--- config.mk ---
export PLATFORM = sky130hd
export DESIGN_NAME = recv_controller_flat
export DESIGN_NICKNAME = d
export VERILOG_FILES = /design/src/rtl/router_pkg.sv /design/src/rtl/recv_controller_if.sv /design/src/rtl/recv_controller_seq_table.sv /design/src/rtl/recv_controller.sv /design/src/flat_wrapper.sv
export SDC_FILE = /design/constraint.sdc
export NUM_CORES = 1
export LEC_CHECK = 0
export ABC_AREA = 0
export CAP_MARGIN = 20
export CORE_MARGIN = 3
export CORE_UTILIZATION = 47
export DETAILED_ROUTE_END_ITERATION = 8
export PLACE_DENSITY = 0.79
export SLEW_MARGIN = 5
export SYNTH_ARGS = -nofsm -noshare
export SYNTH_HDL_FRONTEND = slang
export SYNTH_SLANG_ARGS = --single-unit
--- constraint.sdc ---
create_clock -name clk -period 2 [get_ports clk]
set_input_delay 0.4 -clock clk [delete_from_list [all_inputs] [get_ports clk]]
set_output_delay 0.4 -clock clk [all_outputs]
set_load 0.02 [all_outputs]
--- src/rtl/router_pkg.sv ---
// -----------------------------------------------------------------------------
// router_pkg
// Shared definitions for the 4-router ACK link:
//   - packet type encoding carried in the decapsulated header (hdr_type)
//   - router ids ROUTER0..ROUTER3
//   - receive-controller FSM state encoding (also used by the bench)
// -----------------------------------------------------------------------------
package router_pkg;

    // Header type bit
    localparam logic PKT_DATA = 1'b0;
    localparam logic PKT_ACK  = 1'b1;

    // Router ids on the 4-router link
    localparam logic [1:0] ROUTER0 = 2'd0;
    localparam logic [1:0] ROUTER1 = 2'd1;
    localparam logic [1:0] ROUTER2 = 2'd2;
    localparam logic [1:0] ROUTER3 = 2'd3;

    // Receive controller states
    typedef enum logic [1:0] {
        IDLE     = 2'd0,
        CHECK_SN = 2'd1,
        DELIVER  = 2'd2,
        SEND_ACK = 2'd3
    } recv_state_t;

endpackage

--- src/rtl/recv_controller_if.sv ---
// -----------------------------------------------------------------------------
// recv_controller_if
// Handshake bundle around recv_controller.
//   hdr_*            : decapsulated header in (valid/ready)
//   *_ack_pkt_recv   : received ACK handed to send_controller (valid/wait)
//   deliver_*        : local sink delivery (start pulse / done)
//   ack_req_*        : ACK-transmit request (valid/ready)
// Modports: slave = the controller, master = its environment.
// -----------------------------------------------------------------------------
interface recv_controller_if #(
    parameter int DFX_WIDTH     = 2,
    parameter int SEQ_NUM_WIDTH = 1
);
    // Header from decap
    logic                     hdr_valid;
    logic                     hdr_ready;
    logic                     hdr_type;
    logic [DFX_WIDTH-1:0]     hdr_src_dfx;
    logic [DFX_WIDTH-1:0]     hdr_dst_dfx;
    logic [SEQ_NUM_WIDTH-1:0] hdr_seq;

    // Received ACK to the send side
    logic                     valid_ack_pkt_recv;
    logic [SEQ_NUM_WIDTH-1:0] rn_ack_pkt_recv;
    logic [DFX_WIDTH-1:0]     src_dfx_ack_pkt_recv;
    logic                     wait_ack_pkt_recv;

    // Local delivery
    logic                     start_deliver_pkt;
    logic [DFX_WIDTH-1:0]     deliver_src_dfx;
    logic [SEQ_NUM_WIDTH-1:0] deliver_sn;
    logic                     deliver_done;

    // ACK-transmit request
    logic                     ack_req_valid;
    logic                     ack_req_ready;
    logic [DFX_WIDTH-1:0]     ack_req_dst_dfx;
    logic [SEQ_NUM_WIDTH-1:0] ack_req_rn;

    modport slave (
        input  hdr_valid, hdr_type, hdr_src_dfx, hdr_dst_dfx, hdr_seq,
        input  wait_ack_pkt_recv, deliver_done, ack_req_ready,
        output hdr_ready,
        output valid_ack_pkt_recv, rn_ack_pkt_recv, src_dfx_ack_pkt_recv,
        output start_deliver_pkt, deliver_src_dfx, deliver_sn,
        output ack_req_valid, ack_req_dst_dfx, ack_req_rn
    );

    modport master (
        output hdr_valid, hdr_type, hdr_src_dfx, hdr_dst_dfx, hdr_seq,
        output wait_ack_pkt_recv, deliver_done, ack_req_ready,
        input  hdr_ready,
        input  valid_ack_pkt_recv, rn_ack_pkt_recv, src_dfx_ack_pkt_recv,
        input  start_deliver_pkt, deliver_src_dfx, deliver_sn,
        input  ack_req_valid, ack_req_dst_dfx, ack_req_rn
    );

endinterface

--- src/rtl/recv_controller_seq_table.sv ---
// -----------------------------------------------------------------------------
// seq_table
// Per-source expected receive number (rn_expect). 2^IDX_WIDTH entries of
// DATA_WIDTH bits, wrapping modulo 2^DATA_WIDTH.
//   clk, rst : clock, asynchronous active-high reset (all entries to 0)
//   rd_idx   : combinational read index -> rd_data
//   inc_en   : increment entry inc_idx on the rising edge
// -----------------------------------------------------------------------------
module seq_table #(
    parameter int IDX_WIDTH  = 2,
    parameter int DATA_WIDTH = 1
) (
    input  logic                  clk,
    input  logic                  rst,
    input  logic [IDX_WIDTH-1:0]  rd_idx,
    output logic [DATA_WIDTH-1:0] rd_data,
    input  logic                  inc_en,
    input  logic [IDX_WIDTH-1:0]  inc_idx
);
    localparam int NUM = 2 ** IDX_WIDTH;

    logic [DATA_WIDTH-1:0] mem [NUM];

    // NOTE: this array is reset because a restarted link must expect sn 0
    // from every source; a storage array with no such need is left unreset.
    always_ff @(posedge clk or posedge rst) begin
        if (rst) begin
            for (int i = 0; i < NUM; i++) begin
                mem[i] <= '0;
            end
        end else if (inc_en) begin
            mem[inc_idx] <= mem[inc_idx] + DATA_WIDTH'(1);
        end
    end

    assign rd_data = mem[rd_idx];

endmodule

--- src/rtl/recv_controller.sv ---
// -----------------------------------------------------------------------------
// recv_controller
// Receive side of the ACK link. Accepts decapsulated headers, buffers received
// ACKs for send_controller, checks DATA sequence numbers per source, delivers
// in-order DATA to the local sink and requests an ACK carrying the updated rn
// for every DATA packet addressed to this router.
//   clk, rst     : clock, asynchronous active-high reset
//   my_dfx       : this router's id (static)
//   bus          : recv_controller_if.slave handshake bundle
//   dup_cnt      : saturating count of duplicate DATA packets
//   misroute_cnt : saturating count of headers not addressed to my_dfx
// -----------------------------------------------------------------------------
module recv_controller
    import router_pkg::*;
#(
    parameter int DFX_WIDTH     = 2,
    parameter int SEQ_NUM_WIDTH = 1,
    parameter int CNT_WIDTH     = 8
) (
    input  logic                 clk,
    input  logic                 rst,
    input  logic [DFX_WIDTH-1:0] my_dfx,
    recv_controller_if.slave     bus,
    output logic [CNT_WIDTH-1:0] dup_cnt,
    output logic [CNT_WIDTH-1:0] misroute_cnt
);
    recv_state_t state_q, state_d;

    logic [DFX_WIDTH-1:0]     src_q;
    logic [SEQ_NUM_WIDTH-1:0] sn_q;
    logic                     ack_full_q;
    logic [SEQ_NUM_WIDTH-1:0] ack_rn_q;
    logic [DFX_WIDTH-1:0]     ack_src_q;
    logic                     start_q;
    logic [SEQ_NUM_WIDTH-1:0] rn_cur;

    logic hdr_ready;
    logic hdr_fire;
    logic for_me;
    logic data_fire;
    logic ack_fire;
    logic sn_match;
    logic deliver_fire;

    // A held ACK blocks every header, so the buffer can never be overwritten.
    assign hdr_ready    = (state_q == IDLE) && !ack_full_q;
    assign hdr_fire     = bus.hdr_valid && hdr_ready;
    assign for_me       = (bus.hdr_dst_dfx == my_dfx);
    assign data_fire    = hdr_fire && for_me && (bus.hdr_type == PKT_DATA);
    assign ack_fire     = hdr_fire && for_me && (bus.hdr_type == PKT_ACK);
    assign sn_match     = (sn_q == rn_cur);
    assign deliver_fire = (state_q == DELIVER) && bus.deliver_done;

    // rn_cur is read by the registered source, so in SEND_ACK it already
    // reflects the increment made on the deliver_done edge.
    seq_table #(
        .IDX_WIDTH  (DFX_WIDTH),
        .DATA_WIDTH (SEQ_NUM_WIDTH)
    ) u_seq_table (
        .clk     (clk),
        .rst     (rst),
        .rd_idx  (src_q),
        .rd_data (rn_cur),
        .inc_en  (deliver_fire),
        .inc_idx (src_q)
    );

    // NOTE: sequential state uses non-blocking assignments so every register
    // samples the pre-edge values regardless of statement order.
    always_ff @(posedge clk or posedge rst) begin
        if (rst) begin
            state_q <= IDLE;
        end else begin
            state_q <= state_d;
        end
    end

    // NOTE: state_d gets its default before the case so no path leaves it
    // unassigned, which would otherwise infer a latch.
    always_comb begin
        state_d = state_q;
        case (state_q)
            IDLE:     if (data_fire)         state_d = CHECK_SN;
            CHECK_SN: state_d = sn_match ? DELIVER : SEND_ACK;
            DELIVER:  if (bus.deliver_done)  state_d = SEND_ACK;
            SEND_ACK: if (bus.ack_req_ready) state_d = IDLE;
            default:  state_d = IDLE;
        endcase
    end

    always_ff @(posedge clk or posedge rst) begin
        if (rst) begin
            src_q        <= '0;
            sn_q         <= '0;
            start_q      <= 1'b0;
            ack_full_q   <= 1'b0;
            ack_rn_q     <= '0;
            ack_src_q    <= '0;
            dup_cnt      <= '0;
            misroute_cnt <= '0;
        end else begin
            if (data_fire) begin
                src_q <= bus.hdr_src_dfx;
                sn_q  <= bus.hdr_seq;
            end

            // High only in the first DELIVER cycle: set on the CHECK_SN exit.
            start_q <= (state_q == CHECK_SN) && sn_match;

            if (ack_fire) begin
                ack_full_q <= 1'b1;
                ack_rn_q   <= bus.hdr_seq;
                ack_src_q  <= bus.hdr_src_dfx;
            end else if (ack_full_q && bus.wait_ack_pkt_recv) begin
                ack_full_q <= 1'b0;
            end

            if (hdr_fire && !for_me && (misroute_cnt != '1)) begin
                misroute_cnt <= misroute_cnt + CNT_WIDTH'(1);
            end

            if ((state_q == CHECK_SN) && !sn_match && (dup_cnt != '1)) begin
                dup_cnt <= dup_cnt + CNT_WIDTH'(1);
            end
        end
    end

    assign bus.hdr_ready            = hdr_ready;
    assign bus.valid_ack_pkt_recv   = ack_full_q;
    assign bus.rn_ack_pkt_recv      = ack_rn_q;
    assign bus.src_dfx_ack_pkt_recv = ack_src_q;
    assign bus.start_deliver_pkt    = start_q;
    assign bus.deliver_src_dfx      = src_q;
    assign bus.deliver_sn           = sn_q;
    assign bus.ack_req_valid        = (state_q == SEND_ACK);
    assign bus.ack_req_dst_dfx      = src_q;
    assign bus.ack_req_rn           = rn_cur;

endmodule

--- src/flat_wrapper.sv ---
// flat-port wrapper written by rule: the top's interface ports become plain ports
module recv_controller_flat import router_pkg::*;
#(
    parameter int DFX_WIDTH     = 2,
    parameter int SEQ_NUM_WIDTH = 1,
    parameter int CNT_WIDTH     = 8
)
  (clk, rst, my_dfx, dup_cnt, misroute_cnt, bus_hdr_valid, bus_hdr_type, bus_hdr_src_dfx, bus_hdr_dst_dfx, bus_hdr_seq, bus_wait_ack_pkt_recv, bus_deliver_done, bus_ack_req_ready, bus_hdr_ready, bus_valid_ack_pkt_recv, bus_rn_ack_pkt_recv, bus_src_dfx_ack_pkt_recv, bus_start_deliver_pkt, bus_deliver_src_dfx, bus_deliver_sn, bus_ack_req_valid, bus_ack_req_dst_dfx, bus_ack_req_rn);
  recv_controller_if #(.DFX_WIDTH(DFX_WIDTH), .SEQ_NUM_WIDTH(SEQ_NUM_WIDTH)) bus_i ();
  input  logic clk;
  input  logic rst;
  input  logic [DFX_WIDTH-1:0] my_dfx;
  output logic [CNT_WIDTH-1:0] dup_cnt;
  output logic [CNT_WIDTH-1:0] misroute_cnt;
  input wire logic [$bits(bus_i.hdr_valid)-1:0] bus_hdr_valid;
  input wire logic [$bits(bus_i.hdr_type)-1:0] bus_hdr_type;
  input wire logic [$bits(bus_i.hdr_src_dfx)-1:0] bus_hdr_src_dfx;
  input wire logic [$bits(bus_i.hdr_dst_dfx)-1:0] bus_hdr_dst_dfx;
  input wire logic [$bits(bus_i.hdr_seq)-1:0] bus_hdr_seq;
  input wire logic [$bits(bus_i.wait_ack_pkt_recv)-1:0] bus_wait_ack_pkt_recv;
  input wire logic [$bits(bus_i.deliver_done)-1:0] bus_deliver_done;
  input wire logic [$bits(bus_i.ack_req_ready)-1:0] bus_ack_req_ready;
  output wire logic [$bits(bus_i.hdr_ready)-1:0] bus_hdr_ready;
  output wire logic [$bits(bus_i.valid_ack_pkt_recv)-1:0] bus_valid_ack_pkt_recv;
  output wire logic [$bits(bus_i.rn_ack_pkt_recv)-1:0] bus_rn_ack_pkt_recv;
  output wire logic [$bits(bus_i.src_dfx_ack_pkt_recv)-1:0] bus_src_dfx_ack_pkt_recv;
  output wire logic [$bits(bus_i.start_deliver_pkt)-1:0] bus_start_deliver_pkt;
  output wire logic [$bits(bus_i.deliver_src_dfx)-1:0] bus_deliver_src_dfx;
  output wire logic [$bits(bus_i.deliver_sn)-1:0] bus_deliver_sn;
  output wire logic [$bits(bus_i.ack_req_valid)-1:0] bus_ack_req_valid;
  output wire logic [$bits(bus_i.ack_req_dst_dfx)-1:0] bus_ack_req_dst_dfx;
  output wire logic [$bits(bus_i.ack_req_rn)-1:0] bus_ack_req_rn;
  assign bus_i.hdr_valid = bus_hdr_valid;
  assign bus_i.hdr_type = bus_hdr_type;
  assign bus_i.hdr_src_dfx = bus_hdr_src_dfx;
  assign bus_i.hdr_dst_dfx = bus_hdr_dst_dfx;
  assign bus_i.hdr_seq = bus_hdr_seq;
  assign bus_i.wait_ack_pkt_recv = bus_wait_ack_pkt_recv;
  assign bus_i.deliver_done = bus_deliver_done;
  assign bus_i.ack_req_ready = bus_ack_req_ready;
  assign bus_hdr_ready = bus_i.hdr_ready;
  assign bus_valid_ack_pkt_recv = bus_i.valid_ack_pkt_recv;
  assign bus_rn_ack_pkt_recv = bus_i.rn_ack_pkt_recv;
  assign bus_src_dfx_ack_pkt_recv = bus_i.src_dfx_ack_pkt_recv;
  assign bus_start_deliver_pkt = bus_i.start_deliver_pkt;
  assign bus_deliver_src_dfx = bus_i.deliver_src_dfx;
  assign bus_deliver_sn = bus_i.deliver_sn;
  assign bus_ack_req_valid = bus_i.ack_req_valid;
  assign bus_ack_req_dst_dfx = bus_i.ack_req_dst_dfx;
  assign bus_ack_req_rn = bus_i.ack_req_rn;
  recv_controller #(.DFX_WIDTH(DFX_WIDTH), .SEQ_NUM_WIDTH(SEQ_NUM_WIDTH), .CNT_WIDTH(CNT_WIDTH)) u_core (.clk(clk), .rst(rst), .my_dfx(my_dfx), .bus(bus_i), .dup_cnt(dup_cnt), .misroute_cnt(misroute_cnt));
endmodule
; ---- Yosys cells after proc, flatten, opt, wreduce, memory -nomap -nowiden
; Cells that the tools add are included.
[op_classes]
n_addsub = 3
order_cmp = 2
eq_ne = 10
mux = 13
n_bitwise = 2
reduce_logical = 19
[ops]
columns = operator, n
row1 = $add A8 B1 Y8 const B, 2
row2 = $ne A8 B8 Y1 const B, 2
row3 = $logic_and A1 B1 Y1, 13
row4 = $pmux W2 S4, 1
row5 = $mux W1, 6
row6 = $mux W2, 3
row7 = $bwmux W4, 1
row8 = $eq A2 B2 Y1 const B, 2
row9 = $ne A2 B2 Y1 const B, 2
row10 = $ge A3 B3 Y1 const B, 1
row11 = $logic_not A1 Y1, 3
row12 = $lt A3 B1 Y1 const B, 1
row13 = $not A2 Y3, 1
row14 = $reduce_and A3 Y1, 1
row15 = $bmux W1 S2, 1
row16 = $demux W1 S2, 1
row17 = $eq A2 B1 Y1 const B, 1
row18 = $eq A2 B2 Y1, 1
row19 = $logic_not A2 Y1, 1
row20 = $ne A2 B1 Y1 const B, 1
row21 = $reduce_bool A2 Y1, 1
row22 = $add A1 B1 Y1 const B, 1
row23 = $eq A1 B1 Y1, 1
row24 = $not A1 Y1, 1
[word_totals]
reg_bits = 30
in_bits = 14
word_cells = 62

; ---- Longest topological paths before layout
[depth]
ltp_word = 8
depth_mapped = 6
mapped_depth_nobuf = 6

; ---- By module
; A second synthesis with hierarchy kept.
[unflattened]
hier_cells = 129
area_unflattened_um2 = 1508.9
[by_module_without_submodules]
columns = module, instances, cells_each, area_each_um2
row1 = recv_controller, 1, 115, 1315.0
row2 = seq_table, 1, 14, 193.9

; ---- Worst setup path after synthesis
; No wires, ideal clock.
[synth_timing]
path_type = register -> register
start = register u_core.src_q[1], in the netlist u_core.bus.ack_req_dst_dfx[1]
end = register u_core.dup_cnt[1]
setup_time_ns = 0.125
t_arrival_ns = 1.766
slack_ns = 0.109
path_stages_with_launch = 7
n_path_buf = 1
cell_sequence = dfrtp_1 > buf_6 > mux2i_2 > xor2_1 > a2bb2oi_4 > or2_4 > mux2_4
[synth_between]
elab_chain_len = 8
[synth_lines]
columns = element, line_no
row1 = "start, declared", recv_controller.sv:29  ; logic [DFX_WIDTH-1:0] src_q;
row2 = "start signal, assigned", recv_controller.sv:103  ; src_q <= bus.hdr_src_dfx;
row3 = $not A2 Y3 (implied by the code), recv_controller_seq_table.sv:36  ; assign rd_data = mem[rd_idx];
row4 = $bmux W1 S2, recv_controller_seq_table.sv:36
row5 = $mux W1 (implied by the code) (2 in a row), recv_controller_seq_table.sv:36
row6 = $eq A1 B1 Y1, recv_controller.sv:51  ; assign sn_match = (sn_q == rn_cur);
row7 = $logic_not A1 Y1, recv_controller.sv:122  ; if ((state_q == CHECK_SN) && !sn_match && (dup_cnt != '1)) begin
row8 = $logic_and A1 B1 Y1 (2 in a row), recv_controller.sv:122
row9 = "end signal, assigned", recv_controller.sv:123  ; dup_cnt <= dup_cnt + CNT_WIDTH'(1);
row10 = "end, declared", recv_controller.sv:24  ; output logic [CNT_WIDTH-1:0] dup_cnt,
; Every way passes these cells. The select of a mux whose other input is x is not followed.
; A chain may end at the register's enable or synchronous reset.

; ---- Final worst setup path
[layout_timing]
start = register u_core.state_q[0]
end = output port bus_hdr_ready
[layout_between]
elab_chain_len = 2
[layout_lines]
columns = element, line_no
row1 = "start, declared", recv_controller.sv:27  ; recv_state_t state_q, state_d;
row2 = "start signal, assigned", recv_controller.sv:74  ; state_q <= state_d;
row3 = $logic_not A2 Y1, recv_controller.sv:46  ; assign hdr_ready = (state_q == IDLE) && !ack_full_q;
row4 = $logic_and A1 B1 Y1, recv_controller.sv:46
row5 = "end, declared", flat_wrapper.sv:23  ; output wire logic [$bits(bus_i.hdr_ready)-1:0] bus_hdr_ready;
; Every way passes these cells.

==> impl_metrics.yaml <==
die:
  core_um2: 3130
  initial_core_util: 0.502
  die_h_um: 63.8
  io_pins: 43
  num_rows: 20
  die_w_um: 63.8
  die_area_um2: 4070
cells_and_area:
  stdcell_count: 228
  syn_to_final_growth_pct: 35.4
  drive_gt1_frac: 0.174
  diodes: 0
  fin_area_um2: 2130
  layout.nets: 204
run:
  drv_cap: 0
status:
  status: "completed"
detailed_routing:
  vias_per_cell: 4.99
  num_vias: 1137
  drtIter0Drc: 22
  drc: 0
  drt-pass1-iter-count: 4
  finalWirelength_um: 3090
  wl_per_cell_um: 13.5
  postRouteAntennaNets: 0
sta:
  fin_ws_ns: 0.0873
  final.period_utilization: 0.956
  tightest_slew_ns: 0.503
  slew_viol_final: 0
  post-route-min-period_ns: 1.91
  setup_viol: 0
  slew_headroom: 0.664
  hold_viol_final: 0
  clock_skew_ns: 0.00757
  fmax_mhz: 523
  rsz0062_at_grt: "false"
  fin_tns_setup_ns: 0
clock_network:
  cts-root-buf: "clkbuf_4"
  holdBufCountCts: 0
  clock_latency_ns: 0.33
  clockBufferDepth: 2
  htree_levels: 2
  path_clk_slew_ns: 0.09
  cts.sinks: 30
  cts_tree: "yes"
  cts_made_buffers: 5
synth:
  syn_nets: 153
  synth_area_um2: 1570
  synth.avg_cell_area_um2: 11.9
  yosysWarnings: 0
  synthCells: 132
  seq_area_frac_synth: 0.478
  yosys_register_bits: 30
  yosys.cell_types.count: 34
power_and_ir_drop:
  ir_worst_vdd_mv: 0.821
  finalPower_mw: 2.97
  power_density_nw_per_um2: 1400
  leakage_nw: 0.953
worst_setup_path:
  worstPathArrival_ns: 1.51
  crit_type: "reg2out"
  startpoint: "u_core.state_q[0]$_DFFE_PP0P_"
  path_delay_family: "buffers and inverters"
  crit_chain: "inv_1 -> ha_1 -> nor2b_1 -> clkdlybuf4s15_1"
  cp-end-kind: "output port"
  ff2ff_path_depth: 5
  max_stage_delay_ns: 0.41
  r2r_end: "u_core.dup_cnt[1]$_DFFE_PP0P_"
  cp_max_fo: 5
  critPathLaunchType: "register"
  cp_data_required_time_ns: 1.60
  crit_buf_inv: 2
  r2r_slack_ns: 0.13
  cp_slowest_cell: "dfrtp_1"
  r2r_start: "u_core.bus.ack_req_dst_dfx[1]$_DFFE_PP0P_"
placed_design:
  io_buffers: 42
  dp_slack_ns: -0.100
  dpl.hpwl_um: 2350
  dp.cells: 220
  gp_congestion: 0.793
  dpl_cell_area_um2: 2060
grt:
  grt_use_total: 0.165
  grt_pass1_vias: 1125
  grt_max_degree: 31
  grt_pass1_wl_um: 5260
  grt_overflow: 0
  antenna_found_initial: 0
worst_hold_path:
  hold_class: "in2async"
-- kinds of logic after synthesis --
| logic type | after synthesis | share of synthesized area |
|---|---|---|
| flip-flops | 30 | 0.478 |
| adder cells (fa/ha/maj) | 7 | 0.0557 |
| AND/OR/NAND/NOR | 43 | 0.162 |
| multiplexers | 12 | 0.0908 |
| buffers and inverters | 11 | 0.0366 |
| AO/OA/AOI/OAI | 7 | 0.0549 |
| XOR/XNOR | 22 | 0.123 |
-- how the worst max path moves through the flow --
stage / cells after the start / slack (ns) / to
floorplan: 6 / 0.11 / u_core.dup_cnt[1]$_DFFE_PP0P_
global placement: 6 / -0.06 / u_core.bus.ack_req_dst_dfx[0]$_DFFE_PP0P_
detailed placement: 7 / -0.10 / u_core.misroute_cnt[3]$_DFFE_PP0P_
CTS: 3 / 0.009 / bus_ack_req_rn
global route: 4 / 0.01 / bus_hdr_ready
finish: 4 / 0.09 / bus_hdr_ready
-- registers in the layout, summed over array words and instances (netlist names) --
signal                           cells
u_core.dup_cnt                       8
u_core.misroute_cnt                  8
u_core.u_seq_table.mem               4
u_core.bus.ack_req_dst_dfx           2
u_core.bus.src_dfx_ack_pkt_recv      2
u_core.state_q                       2
u_core.bus.deliver_sn                1
u_core.bus.rn_ack_pkt_recv           1
u_core.bus.start_deliver_pkt         1
u_core.bus.valid_ack_pkt_recv        1
-- Yosys cell counts --
| cell | instances | area share |
|---|---|---|
| a222oi_1 | 1 | 0.0064 |
| nand2_1 | 7 | 0.017 |
| dfrtp_1 | 30 | 0.48 |
| xor2_1 | 9 | 0.050 |
| nor4_1 | 1 | 0.0040 |
| buf_4 | 2 | 0.0096 |
| buf_2 | 1 | 0.0032 |
| and3_1 | 3 | 0.012 |
| nand4_1 | 6 | 0.024 |
| or2_4 | 1 | 0.0056 |
| mux2_4 | 2 | 0.019 |
| nor2_1 | 2 | 0.0048 |
| a311oi_4 | 1 | 0.017 |
| nand3_1 | 5 | 0.016 |
| ha_1 | 7 | 0.056 |
| nand2b_1 | 1 | 0.0040 |
| a32oi_1 | 1 | 0.0056 |
| and3_4 | 1 | 0.0072 |
| nor3_1 | 4 | 0.013 |
| nor3b_1 | 3 | 0.014 |
| and2_1 | 3 | 0.012 |
| buf_6 | 1 | 0.0072 |
| a2bb2oi_4 | 1 | 0.017 |
| mux2i_1 | 2 | 0.013 |
| clkbuf_1 | 1 | 0.0024 |
| o21ai_0 | 3 | 0.0096 |
| nand4b_1 | 1 | 0.0056 |
| and4_1 | 1 | 0.0056 |
| nor2b_2 | 1 | 0.0056 |
| mux2_2 | 7 | 0.050 |
| xnor2_1 | 13 | 0.072 |
| nor2b_1 | 3 | 0.012 |
| mux2i_2 | 1 | 0.0088 |
| inv_1 | 6 | 0.014 |
-- cells in the final DEF, fill, tap and decap left out, drive strengths merged, types with 2 or more instances in the layout --
master and n:
and2 3, nand4 6, nor3b 3, dfrtp 30, mux2 9, nor2 2, and3 4, ha 7
buf 7, xor2 9, nor2b 4, clkdlybuf4s50 39, clkbuf 8, nand3 5, mux2i 3, xnor2 13
nand2 7, nor3 4, inv 6, o21ai 3
-- per-stage QoR --
step,util,hold WS (ns)
after CTS,0.680,0.441
final,0.680,0.434
after global routing,0.680,0.486
after floorplan,-,0.441
after global placement,0.660,0.458
after detailed placement,0.660,0.464
-- cell type report --
cell class                      count  area [um2]
Clock buffer                        7        55.1
Clock inverter                      1        5.00
Fill cell                         254        1000
Inverter                            6        22.5
Multi-Input combinational cell     91         767
Sequential cell                    30         752
Tap cell                           44        55.1
Timing Repair Buffer               49         470
-- power breakdown --
group          total, mW  switching, mW  internal [mW]
clock              0.369          0.199          0.170
sequential          1.06          0.242          0.816
combinational       1.55          0.750          0.797
-- tightest hold or removal path, stage by stage --
cell and delay (ns):
clkdlybuf4s50_1 0.39, inv_1 0.05, buf_4 0.33
-- per-layer routing --
layer | up-vias | global-route usage | part of all wire
li1 | 554 | - | -
met1 | 555 | 0.208 | 0.45
met2 | 24 | 0.270 | 0.49
met3 | 4 | 0.0422 | 0.036
met4 | 0 | 0.0647 | 0.017
met5 | - | 0 | 0
-- what timing repair did --
item	in CTS	in global routing
pin swaps	0	0
buffers inserted	0	0
endpoints found under the hold margin	0	0
gates resized for setup	5	3
endpoints found under the setup margin	2	3
Note: power is estimated with default switching activity, not from simulation.
